==> src/rtl/sparc_ifu_thrsched.sv <==
// Four-thread IFU scheduler: picks the next ready thread by LRU order
// and rotates the running thread out once its quantum is used up.
module sparc_ifu_thrsched #(
  parameter int QUANTUM = 16
) (
  input  logic       clk,
  input  logic       reset,
  input  logic [4:0] thr_state_t0,
  input  logic [4:0] thr_state_t1,
  input  logic [4:0] thr_state_t2,
  input  logic [4:0] thr_state_t3,
  input  logic       hold,
  output logic [3:0] schedule,
  output logic [3:0] switch_out,
  output logic [3:0] cur_thr,
  output logic       thr_active
);

  localparam int QW = (QUANTUM > 1) ? $clog2(QUANTUM) : 1;
  localparam logic [QW-1:0] QMAX = QW'(QUANTUM - 1);

  typedef enum logic {S_IDLE, S_RUN} st_t;

  st_t             state, state_n;
  logic [1:0]      order   [4];
  logic [1:0]      order_n [4];
  logic [QW-1:0]   qcnt, qcnt_n;
  logic [3:0]      cur_n;
  logic [3:0]      rdy, run;
  logic [1:0]      pick, pick_pos;
  logic            pick_vld, c_run, sched_go;
  logic            unused_bits;

  // A code with both bit 4 and bit 2 set is a ready code, not a run code.
  assign rdy = {thr_state_t3[4], thr_state_t2[4],
                thr_state_t1[4], thr_state_t0[4]};
  assign run = {thr_state_t3[2] & ~thr_state_t3[4],
                thr_state_t2[2] & ~thr_state_t2[4],
                thr_state_t1[2] & ~thr_state_t1[4],
                thr_state_t0[2] & ~thr_state_t0[4]};

  assign unused_bits = ^{thr_state_t0[3], thr_state_t0[1:0],
                         thr_state_t1[3], thr_state_t1[1:0],
                         thr_state_t2[3], thr_state_t2[1:0],
                         thr_state_t3[3], thr_state_t3[1:0]};

  assign pick_vld = |rdy;
  assign c_run    = |(cur_thr & run);
  assign sched_go = |schedule;

  always_comb begin
    pick     = '0;
    pick_pos = '0;
    for (int i = 3; i >= 0; i--) begin
      if (rdy[order[i]]) begin
        pick     = order[i];
        pick_pos = 2'(i);
      end
    end
  end

  always_ff @(posedge clk or posedge reset) begin
    if (reset) begin
      state      <= S_IDLE;
      cur_thr    <= '0;
      thr_active <= 1'b0;
      qcnt       <= '0;
      order[0]   <= 2'd0;
      order[1]   <= 2'd1;
      order[2]   <= 2'd2;
      order[3]   <= 2'd3;
    end else begin
      state      <= state_n;
      cur_thr    <= cur_n;
      thr_active <= |cur_n;
      qcnt       <= qcnt_n;
      order      <= order_n;
    end
  end

  always_comb begin
    state_n = state;
    cur_n   = cur_thr;
    qcnt_n  = qcnt;
    order_n = order;
    unique case (state)
      S_IDLE: if (sched_go) state_n = S_RUN;
      S_RUN:  if (!c_run && !sched_go) state_n = S_IDLE;
    endcase
    if (sched_go) begin
      cur_n  = schedule;
      qcnt_n = '0;
      for (int i = 0; i < 3; i++) begin
        if (2'(i) >= pick_pos) order_n[i] = order[i+1];
      end
      order_n[3] = pick;
    end else if (state_n == S_IDLE) begin
      cur_n  = '0;
      qcnt_n = '0;
    end else if (!hold && qcnt != QMAX) begin
      qcnt_n = qcnt + 1'b1;
    end
  end

  // Pulses are gated by reset so nothing leaks out while it is asserted.
  always_comb begin
    schedule   = '0;
    switch_out = '0;
    if (!reset && !hold && pick_vld) begin
      unique case (state)
        S_IDLE: schedule = 4'b0001 << pick;
        S_RUN: begin
          if (!c_run) begin
            schedule = 4'b0001 << pick;
          end else if (qcnt == QMAX) begin
            schedule   = 4'b0001 << pick;
            switch_out = cur_thr;
          end
        end
      endcase
    end
  end

endmodule

==> config.mk <==
export PLATFORM = sky130hd
export DESIGN_NAME = sparc_ifu_thrsched
export DESIGN_NICKNAME = d
export VERILOG_FILES = /design/src/rtl/sparc_ifu_thrsched.sv
export SDC_FILE = /design/constraint.sdc
export NUM_CORES = 1
export LEC_CHECK = 0
export CAP_MARGIN = 20
export CORE_MARGIN = 2
export CORE_UTILIZATION = 40
export CTS_CLUSTER_DIAMETER = 50
export CTS_CLUSTER_SIZE = 14
export DETAILED_ROUTE_END_ITERATION = 10
export PLACE_DENSITY = 0.79
export SETUP_SLACK_MARGIN = 0.3
export SLEW_MARGIN = 40
export SYNTH_ARGS = -nofsm -noshare
export SYNTH_HDL_FRONTEND = slang
export SYNTH_SLANG_ARGS = --single-unit
==> constraint.sdc <==
create_clock -name clk -period 6.8 [get_ports clk]
set_clock_uncertainty 0.1 [all_clocks]
set_input_delay 1.36 -clock clk [delete_from_list [all_inputs] [get_ports clk]]
set_output_delay 1.36 -clock clk [all_outputs]
set_load 0.01 [all_outputs]
==> results by group <==
Finish
  • Non-filler cells in the finished layout: approximately 170
  • Share of layout cells above drive strength 1: 0.185
  • Syn-to-layout area delta: 23.1%
  • Fin nets: 160
  • Multi-input logic area: roughly 650 um^2
  • Fin area: 0.00143 mm^2
  • Antenna cell count: 0
  • Fillers: between 200 and 300
  • Fin util: 0.520
  • Sequential cell area: between 400 and 500 um^2

STA
  • Smallest setup slack after layout: about 1200 ps
  • Max Slew Vio Count: 0
  • Post-route clock period utilization: 0.820
  • Fin. Hold Viols: 0
  • Slew HR: 0.536
  • Final setup viols: 0
  • Unrepaired setup endpoints after global routing: false
  • Post-route minimum period: 5570 ps
  • TNS Setup: 0 ps
  • Peak Freq: 0.179 GHz
  • Worst slew pin tran: 696 ps

Status
  • Status: finished, final reports clean

Place
  • Post-DP HPWL: slightly above 2 mm
  • Placed inst area: approximately 0.0014 mm^2
  • DP Worst Slack: between 1000 and 1500 ps
  • Dpl cells: between 150 and 200
  • Routability cong.: roughly 0.85
  • Port bufs: 23

GRT
  • Total track usage: 0.177
  • Grt total ovfl: 0
  • First-pass GRT wire length: around 4.6 mm
  • Largest net degree at the start of global routing: 19
  • Vias in the first global route: just over 1000
  • Initial antenna violation count: 0

Worst setup path
  • Worst EP required: 5340 ps
  • CP Class: in2out
  • Reg-to-reg setup timing slack: 4470 ps
  • Max FO, Critical Path: 11
  • Reg2Reg Depth: 5
  • CP Capture Type: primary output
  • CP arrival: a little over 4000 ps
  • Critical Path Source Type: primary input
  • Reg-to-Reg End: order[7]
  • R2R Path Start: order[0]

Job
  • Max cap viols: 0

Floorplan
  • Rows: 19
  • Die area: ~0.0034 mm^2
  • Core Box Area: 0.00276 mm^2
  • Die height: 57.9 um
  • Initial core utilization: 0.422
  • Die W: 57.9 um
  • I/O pin cnt: 36

CTS
  • CTS tree: done
  • CTS Buf Count: 3
  • CTS Buffer Depth: 2
  • Clock Latency Late Sink: around 290 ps
  • Root Driver: clkbuf_4
  • Clock Pin Slew Worst Setup and Hold Paths: 100 ps
  • Hold Buf Count CTS: 0
  • H-Tree Depth: 1
  • Clock Sinks: 18
  • Post-cts sizing count: 0
  • Setup Buffers After CTS: 0

Synth
  • Post-synth EDFFs: 0
  • Mapped Cells: roughly 110
  • Mapped Avg Cell Area: a little over 10 um^2
  • Top_reg_cell synth: dfrtp_1
  • Async set-or-reset flop fraction in the synthesized netlist: 1.00
  • Post-synthesis net count: about 140
  • Yosys warns: 0
  • Cell Area, Synth: between 0.001 and 0.0015 mm^2
  • Sequential fraction of the synthesis area: 0.391
  • Seq cells post-synth: 18
  • Synth unique cells: 38

Route
  • DR pass1 iterations: 5
  • Total number of vias: 990
  • Vias/cell: 5.96
  • Iteration-0 DRC count of the detailed router: 33
  • Final wirelength: 2.70 mm
  • Antenna viol nets, final: 0
  • Post-route DRC: 0
  • DR WL/cell: about 16 um

Power and ir drop
  • VDD IR max: 0.155 mV
  • Power Density: ~210 mW/mm^2
  • Lkg Pwr: between 0.5 and 0.6 nW

Min path
  • Hold Crit Class: reg2reg
  • Worst hold path cell count: 2
  • Hold Path End: order[0]
  • Hold path start: order[0]
==> sequential cells by signal, summed over array words and instances, names as in the netlist <==
| signal | flops |
|---|---|
| state | 1 |
| thr_active | 1 |
| cur_thr | 4 |
| qcnt | 4 |
| order | 8 |
==> cells in the final DEF (no fill, tap or decap), types with 3 or more instances in the layout <==
cell type / instances
clkbuf_4: 3
clkdlybuf4s50_1: 23
dfrtp_1: 14
dfstp_2: 4
inv_1: 6
mux2_2: 12
mux2i_1: 4
mux4_2: 3
nand2_1: 10
nor2_1: 13
nor3_1: 7
o21ai_0: 4
o22ai_1: 5
==> cells by family after synthesis <==
group,count (synthesis),synth area share
buffers and inverters,12,0.0505
xor gates and xnor gates,3,0.0226
AOI/OAI and AO/OA,22,0.140
muxes,20,0.231
and+or+nand+nor,38,0.154
adders and majority gates,1,0.0108
DFF,18,0.391
==> Yosys cell counts, types with 2 or more instances <==
| library cell | n | area (um^2) |
|---|---|---|
| clkbuf_1 | 2 | 7.51 |
| dfrtp_1 | 14 | 350 |
| dfstp_2 | 4 | 105 |
| inv_1 | 6 | 22.5 |
| mux2_2 | 12 | 135 |
| mux2i_1 | 4 | 40.0 |
| mux4_2 | 3 | 67.6 |
| nand2_1 | 10 | 37.5 |
| nor2_1 | 13 | 48.8 |
| nor3_1 | 7 | 35.0 |
| o21ai_0 | 4 | 20.0 |
| o21bai_1 | 2 | 15.0 |
| o22ai_1 | 5 | 31.3 |
| o32ai_1 | 2 | 17.5 |
| or3_1 | 2 | 12.5 |
| xor2_1 | 2 | 17.5 |
==> worst max path at each step <==
stage / from / to / slack (ps) / depth (start not counted)
global route: thr_state_t3[4] / schedule[1] / 1050 / 7
CTS: thr_state_t3[4] / schedule[1] / 1220 / 7
floorplan: thr_state_t2[4] / schedule[1] / 2410 / 6
global placement: thr_state_t3[4] / schedule[1] / 1310 / 7
finish: thr_state_t2[4] / schedule[1] / 1230 / 7
detailed placement: thr_state_t2[4] / schedule[1] / 1230 / 7
==> per-stage QoR <==
stage | power, W | hold slack, ps
detailed placement | 0.000236 | 424
finish | 0.000300 | 443
floorplan | 0.000216 | 389
CTS | 0.000302 | 441
global placement | 0.000232 | 419
global route | 0.000318 | 463
==> layer usage <==
layer,part of all wire,global-route usage
met5,0,0
met3,0.063,0.0335
met1,0.44,0.249
met2,0.50,0.295
met4,0,0.0166
==> report_power, final <==
part / switching, W / total [W] / internal [W]
Combinational: 0.0000385 / 0.0000907 / 0.0000521
Clock: 0.0000334 / 0.0000660 / 0.0000326
Sequential: 0.0000207 / 0.000144 / 0.000123
==> critical path, stage by stage <==
cell and delay (ps):
clkdlybuf4s50_1 590, mux4_2 590, or3b_1 380, a22oi_2 300
nand3_2 180, nor2_1 140, clkdlybuf4s50_1 570
==> cell type report <==
cell class	instances	area share
Multi-Input combinational cell	84	0.453
Sequential cell	18	0.318
Timing Repair Buffer	23	0.161
Tap cell	31	0.0271
Clock buffer	4	0.0253
Inverter	6	0.0157
Power figures use the tool's default switching activity.
